==> config.mk <==
export PLATFORM = sky130hd
export DESIGN_NAME = wb_cmd_master
export DESIGN_NICKNAME = d
export VERILOG_FILES = /design/src/rtl/wb_cmd_pkg.sv /design/src/rtl/wb_cmd_fifo.sv /design/src/rtl/wb_cmd_master.sv
export SDC_FILE = /design/constraint.sdc
export NUM_CORES = 1
export LEC_CHECK = 0
export ABC_CLOCK_PERIOD_IN_PS = 8000
export BUFFER_PORTS_ARGS = -buffer_cell sky130_fd_sc_hd__buf_2
export CORE_ASPECT_RATIO = 1.4
export CORE_UTILIZATION = 60
export CTS_CLUSTER_SIZE = 25
export DETAILED_ROUTE_END_ITERATION = 10
export PLACE_DENSITY = 0.88
export SLEW_MARGIN = 20
export SYNTH_ARGS = -nofsm -noshare
export SYNTH_HDL_FRONTEND = slang
export SYNTH_SLANG_ARGS = --single-unit
==> constraint.sdc <==
create_clock -name wb_clk_i -period 8 [get_ports wb_clk_i]
set_input_delay 0.4 -clock wb_clk_i [delete_from_list [all_inputs] [get_ports wb_clk_i]]
set_output_delay 0.4 -clock wb_clk_i [all_outputs]
set_load 0.02 [all_outputs]
==> src/rtl/wb_cmd_pkg.sv <==
// Shared types and constants for the Wishbone command master.
package wb_cmd_pkg;

  typedef enum logic [1:0] {
    ST_IDLE = 2'd0,
    ST_REQ  = 2'd1,
    ST_RSP  = 2'd2
  } state_e;

  // Command layout as stored in the FIFO: {we, sel, adr, dat}
  typedef struct packed {
    logic        we;
    logic [3:0]  sel;
    logic [31:0] adr;
    logic [31:0] dat;
  } cmd_t;

  localparam int          CMD_W       = 69;
  localparam logic [31:0] TIMEOUT_DAT = 32'h0;

endpackage

==> src/rtl/wb_cmd_fifo.sv <==
// Synchronous FIFO with registered storage and extra-bit pointers for full/empty.
module wb_cmd_fifo #(
  parameter int WIDTH = 69,
  parameter int DEPTH = 4
) (
  input  logic                     clk,
  input  logic                     rst,
  input  logic                     push,
  input  logic [WIDTH-1:0]         din,
  input  logic                     pop,
  output logic [WIDTH-1:0]         dout,
  output logic                     full,
  output logic                     empty,
  output logic [$clog2(DEPTH):0]   count
);

  localparam int AW = $clog2(DEPTH);

  logic [WIDTH-1:0] mem [DEPTH];
  logic [AW:0]      wr_ptr, rd_ptr;

  assign count = wr_ptr - rd_ptr;
  assign full  = (count == (AW+1)'(DEPTH));
  assign empty = (count == '0);
  assign dout  = mem[rd_ptr[AW-1:0]];

  // Storage: no reset needed, contents are qualified by the pointers.
  always_ff @(posedge clk) begin
    if (push) mem[wr_ptr[AW-1:0]] <= din;
  end

  // Pointer update; callers never push when full or pop when empty.
  always_ff @(posedge clk) begin
    if (rst) begin
      wr_ptr <= '0;
      rd_ptr <= '0;
    end else begin
      if (push) wr_ptr <= wr_ptr + 1'b1;
      if (pop)  rd_ptr <= rd_ptr + 1'b1;
    end
  end

endmodule

==> src/rtl/wb_cmd_master.sv <==
// Wishbone classic single-beat master: drains a command FIFO, one bus cycle
// and one response per command, with an ack timeout.
module wb_cmd_master
  import wb_cmd_pkg::*;
#(
  parameter int FIFO_DEPTH  = 4,
  parameter int TIMEOUT_CYC = 255
) (
  input  logic        wb_clk_i,
  input  logic        wb_rst_i,
  input  logic        cmd_valid,
  output logic        cmd_ready,
  input  logic        cmd_we,
  input  logic [3:0]  cmd_sel,
  input  logic [31:0] cmd_adr,
  input  logic [31:0] cmd_dat,
  output logic        rsp_valid,
  input  logic        rsp_ready,
  output logic [31:0] rsp_dat,
  output logic        rsp_err,
  output logic        busy,
  output logic        wbm_cyc_o,
  output logic        wbm_stb_o,
  output logic        wbm_we_o,
  output logic [3:0]  wbm_sel_o,
  output logic [31:0] wbm_adr_o,
  output logic [31:0] wbm_dat_o,
  input  logic        wbm_ack_i,
  input  logic [31:0] wbm_dat_i
);

  localparam logic [15:0] TMO_LAST = 16'(TIMEOUT_CYC - 1);

  state_e                      state, state_nxt;
  cmd_t                        cmd_in, cmd_head, bus_q;
  logic                        fifo_full, fifo_empty;
  logic [$clog2(FIFO_DEPTH):0] fifo_count;
  logic                        push, pop, ack_done, tmo_done;
  logic [15:0]                 tmo_cnt;

  assign cmd_in    = {cmd_we, cmd_sel, cmd_adr, cmd_dat};
  assign cmd_ready = !fifo_full;
  assign push      = cmd_valid & cmd_ready;
  assign busy      = (state != ST_IDLE) | (fifo_count != '0);

  assign wbm_we_o  = bus_q.we;
  assign wbm_sel_o = bus_q.sel;
  assign wbm_adr_o = bus_q.adr;
  assign wbm_dat_o = bus_q.dat;

  wb_cmd_fifo #(.WIDTH(CMD_W), .DEPTH(FIFO_DEPTH)) u_fifo (
    .clk   (wb_clk_i),
    .rst   (wb_rst_i),
    .push  (push),
    .din   (cmd_in),
    .pop   (pop),
    .dout  (cmd_head),
    .full  (fifo_full),
    .empty (fifo_empty),
    .count (fifo_count)
  );

  // State register.
  always_ff @(posedge wb_clk_i) begin
    if (wb_rst_i) state <= ST_IDLE;
    else          state <= state_nxt;
  end

  // Next state and per-cycle control; ack takes priority over timeout expiry.
  always_comb begin
    state_nxt = state;
    pop       = 1'b0;
    ack_done  = 1'b0;
    tmo_done  = 1'b0;
    case (state)
      ST_IDLE: if (!fifo_empty) begin
        pop       = 1'b1;
        state_nxt = ST_REQ;
      end
      ST_REQ: if (wbm_ack_i) begin
        ack_done  = 1'b1;
        state_nxt = ST_RSP;
      end else if (tmo_cnt == TMO_LAST) begin
        tmo_done  = 1'b1;
        state_nxt = ST_RSP;
      end
      ST_RSP: if (rsp_ready) state_nxt = ST_IDLE;
      default: state_nxt = ST_IDLE;
    endcase
  end

  // Bus, timeout counter and response registers.
  always_ff @(posedge wb_clk_i) begin
    if (wb_rst_i) begin
      bus_q     <= '0;
      wbm_cyc_o <= 1'b0;
      wbm_stb_o <= 1'b0;
      tmo_cnt   <= '0;
      rsp_valid <= 1'b0;
      rsp_err   <= 1'b0;
      rsp_dat   <= '0;
    end else begin
      if (pop) begin
        bus_q     <= cmd_head;
        wbm_cyc_o <= 1'b1;
        wbm_stb_o <= 1'b1;
        tmo_cnt   <= '0;
      end
      if (state == ST_REQ && !ack_done && !tmo_done) tmo_cnt <= tmo_cnt + 1'b1;
      if (ack_done || tmo_done) begin
        wbm_cyc_o <= 1'b0;
        wbm_stb_o <= 1'b0;
        rsp_valid <= 1'b1;
        rsp_err   <= tmo_done;
        rsp_dat   <= (ack_done && !bus_q.we) ? wbm_dat_i : TIMEOUT_DAT;
      end
      if (state == ST_RSP && rsp_ready) rsp_valid <= 1'b0;
    end
  end

endmodule
==> results summary <==
The final antenna-violating net count is 0. The remaining global-route overflow is 0. The clock passes through at most 3 buffers.

After clock tree synthesis, the clock-pin slew on the worst setup and hold paths is 0.07 ns. The setup path with the least slack is of type reg -> reg. Walking the worst path, the cells encountered are inv_1, ha_1, nor2b_1, xnor2_1, a21boi_0, and2_4.

The total iterations of the first detailed-routing run came out at 5. The filler cell count is approximately 1400. The die height is 188 um.

TritonCTS built the clock tree. The area of the core region came out at approximately 24000 um2. The CTS buffer count is 37. The initial antenna violation count is 11. The class of the tightest hold or removal check is in -> reg.

The worst-case hold slack came out at approximately 0.080 ns. For this design, the sink count on the clock tree is 404. Setup repair after global routing left no endpoint under its margin. Clock tree synthesis selected as its root buffer the cell clkbuf_16. The number of nets at the end of the flow is about 1200.

The area enclosed by the die boundary is 25300 um2. Across the run, the number of max-cap violations was 0. The net switching power is 2.19 mW. The setup violation total in the final timing report is 0. A synthesized cell averages 16.2 um2. The HPWL after detailed placement is 18000 um. The relative contribution of sequential cells to total power is 44.1%. The number of gates resized after CTS was 0. Yosys attributes the largest share of cell area to edfxtp_1 (56%), dfxtp_1 (17%), mux4_2 (11%).

The number of vias after detailed routing is ~8900. The maximum clock frequency is between 200 and 250 MHz. The fraction of the yosys area taken by sequential cells is between 70% and 80%.

In the synthesized netlist the dominant register cell turns out to be edfxtp_1. The detail-routed net length per standard cell came out at 21.9 um. The total power of the final layout came out at ~6.6 mW. The setup TNS came out at 0 ns. The power per standard cell area is 378 nW/um2. The count of final max-slew check failures is 0. The worst clock skew is between 0.02 and 0.025 ns. The largest stage delay on the critical path is 1.01 ns. The internal power is 4.38 mW. The number of buffers added on ports came out at 212. In the final layout, the share of cells above drive strength 1 is 31.8%. Hold repair after CTS inserted 0 buffers.

The via-per-instance ratio is 6.08. The worst-case reg-to-reg path depth came out at 6. The share of the synthesized area in the top cell type came out at 56.1%. The async set or reset register ratio after synthesis came out at 0%.

The critical path startpoint category is a register. The floorplan has 67 rows. For hold timing, the worst endpoint is u_fifo.mem[2][16]$_DFFE_PP_. The endpoint identified for the worst register-to-register timing path is u_fifo.mem[2][48]$_DFFE_PP_. The slew at the pin closest to its max-slew limit came out at 1.10 ns. The worst register-to-register path begins at u_fifo.rd_ptr[1]$_SDFFE_PP0P_.

The deepest level of the CTS H-tree came out at 2. The net count after synthesis came out at 1026. Synthesis instantiated 53 different standard cells from the library. The part of the power in combinational logic is ~28%. The number of placed instances, taps included, is between 1000 and 1500. The pin count of the biggest net entering global routing came out at 90. For the worst setup path, the data required time is 8.14 ns.

Summed over all instances, the cell type with the most area after synthesis is edfxtp_1. In this run the tightest slew margin relative to its limit is 26.9%. The endpoint arrival time on the critical path came out at 4.22 ns. The post-synthesis sequential element count is 404. For the worst-skew pair, the clock arrives at the later sink with an insertion delay of 0.53 ns.

The DRC marker count from the first detailed-route iteration is 683. Counting I/O delays and the setup requirement, the final critical path takes 4.08 ns. The aggregate global-route resource usage is 25.7%. The number of global-route vias before repair came out at between 8000 and 9000.

The number of cells in the finished layout apart from fillers is 1463. The highest net fanout along the worst path came out at 72. The buffers inserted during post-CTS setup optimization is 0. The library cells used most frequently in the layout, excluding fill and tap cells, are edfxtp_1 (276), buf_2 (211), nand2_1 (157). The area of the mapped netlist came out at 14800 um2. The most common library cell in the layout ignoring fill and taps is edfxtp_1. The count of boundary I/O pins came out at approximately 210. Along the worst hold path, the cell count comes to 1. The worst hold path begins at cmd_dat[16]. Once the floorplan was initialized, standard cells occupied around 61% of the core. The leakage dissipation came out at between 6 and 7 nW. The routability congestion estimate from global placement is around 0.86. The count of flip-flops with a built-in enable after synthesis is approximately 280. The wire length of the first global-routing pass is 49100 um. The remaining design rule violation count came out at 0.

The flow ran to the end, and the final reports show no timing, DRC or antenna violations. The worst-case register-to-register setup slack came out at 3.92 ns. The share of total power consumed by net switching came out at 33.3%. Of the available clock period, the critical path in the final layout requires 51.0%. On the critical path, the stage with the largest delay is an instance of dfxtp_4.

The total routed wirelength is 32000 um. The total count of hold-check failures in the final report came out at 0. The share of total power dissipated in the clock network is 28.3%. The width of the die came out at 135 um.

The Yosys step of the flow raised 0 warnings. The cell count after synthesis is 911. STA classifies the critical path endpoint as a register. IR analysis of the VDD net gives a maximum drop of 0.247 mV.

The signed area change from the synthesized netlist to the final layout came out at 17.6%.
[synthesized netlist by cell type, types with 3 or more instances]
cell type	number
buf_2	8
buf_1	11
nor3_1	9
buf_6	3
nor2b_1	3
or4_1	5
clkbuf_1	28
inv_1	10
ha_1	9
nand2_1	157
a22o_1	32
or3_1	5
nand4_1	9
nand3_1	8
o311ai_2	4
dfxtp_1	128
and2_1	4
nor2_1	10
edfxtp_1	276
a21oi_1	77
mux4_2	69
xnor2_1	9
[power groups by stage]
stage | Sequential (mW) | Clock [mW] | Combinational, mW
4_1_cts | 2.90 | 1.88 | 1.82
2_1_floorplan | 3.07 | 0 | 1.05
3_5_place_dp | 2.93 | 0 | 1.79
3_3_place_gp | 2.90 | 0 | 1.73
6_report | 2.90 | 1.86 | 1.81
5_1_grt | 2.93 | 1.96 | 1.95
[stage by stage]
stage               instance area (um2)  worst slack, ns  utilization, %
CTS                               17400             3.90            72.2
floorplan                         14800             2.63               -
detailed placement                16100             4.08            66.9
global route                      17400             3.77            72.3
global placement                  16100             4.22            66.9
finish                            17400             3.92            72.3
[worst max path at each step]
stage | cells past startpoint | to | startpoint
2_1_floorplan | 6 | u_fifo.mem[3][0]$_DFFE_PP_ | u_fifo.rd_ptr[1]$_SDFFE_PP0P_
3_3_place_gp | 6 | u_fifo.mem[1][37]$_DFFE_PP_ | u_fifo.rd_ptr[1]$_SDFFE_PP0P_
3_5_place_dp | 6 | u_fifo.mem[1][37]$_DFFE_PP_ | u_fifo.rd_ptr[1]$_SDFFE_PP0P_
4_1_cts | 6 | u_fifo.mem[1][4]$_DFFE_PP_ | u_fifo.rd_ptr[1]$_SDFFE_PP0P_
5_1_grt | 6 | u_fifo.mem[2][23]$_DFFE_PP_ | u_fifo.rd_ptr[1]$_SDFFE_PP0P_
6_report | 6 | u_fifo.mem[2][48]$_DFFE_PP_ | u_fifo.rd_ptr[1]$_SDFFE_PP0P_
[kinds of logic after synthesis]
logic type	count (synthesis)	synth area share, %
flip-flops	404	73.4
AO/OA/AOI/OAI	128	5.75
adder cells (fa/ha/maj)	9	0.762
buffers and inverters	63	1.87
AND/OR/NAND/NOR	226	6.98
XOR/XNOR	10	0.592
multiplexers	71	10.7
[state kept, by name (all words and copies together) (netlist names)]
signal	flops
rsp_dat	32
rsp_err	1
rsp_valid	1
state	2
tmo_cnt	16
u_fifo.mem	276
u_fifo.rd_ptr	3
u_fifo.wr_ptr	3
wbm_adr_o	32
wbm_dat_o	32
wbm_sel_o	4
wbm_stb_o	1
wbm_we_o	1
[routing by layer]
layer  up-vias  part of all wire (%)  global-route usage (%)
met1      4472                    38                    31.9
met3       108                   6.2                    4.49
li1       3901                     -                       -
met4         4                   4.8                    12.7
met2       413                    51                    43.4
met5         -                 0.072                       0
[worst max-delay path: cells and delay by family (launching register included)]
kind                     cells  cell delay, ns
adder cells (fa/ha/maj)      1            0.25
XOR/XNOR                     1            0.30
AO/OA/AOI/OAI                1            0.70
AND/OR/NAND/NOR              2            1.13
flip-flops                   1            1.01
buffers and inverters        1            0.13
[area by class of cell]
type | instances | area (um2) | area share (%)
clock buffer | 51 | 1050 | 6.01
antenna | 9 | 22.5 | 0.129
sequential | 404 | 10900 | 62.4
tap | 310 | 388 | 2.23
timing repair buffer | 217 | 1100 | 6.33
multi-input combinational | 444 | 3700 | 21.3
clock inverter | 17 | 235 | 1.35
inverter | 11 | 41.3 | 0.237
No activity file was read; power rests on OpenSTA's default activity.
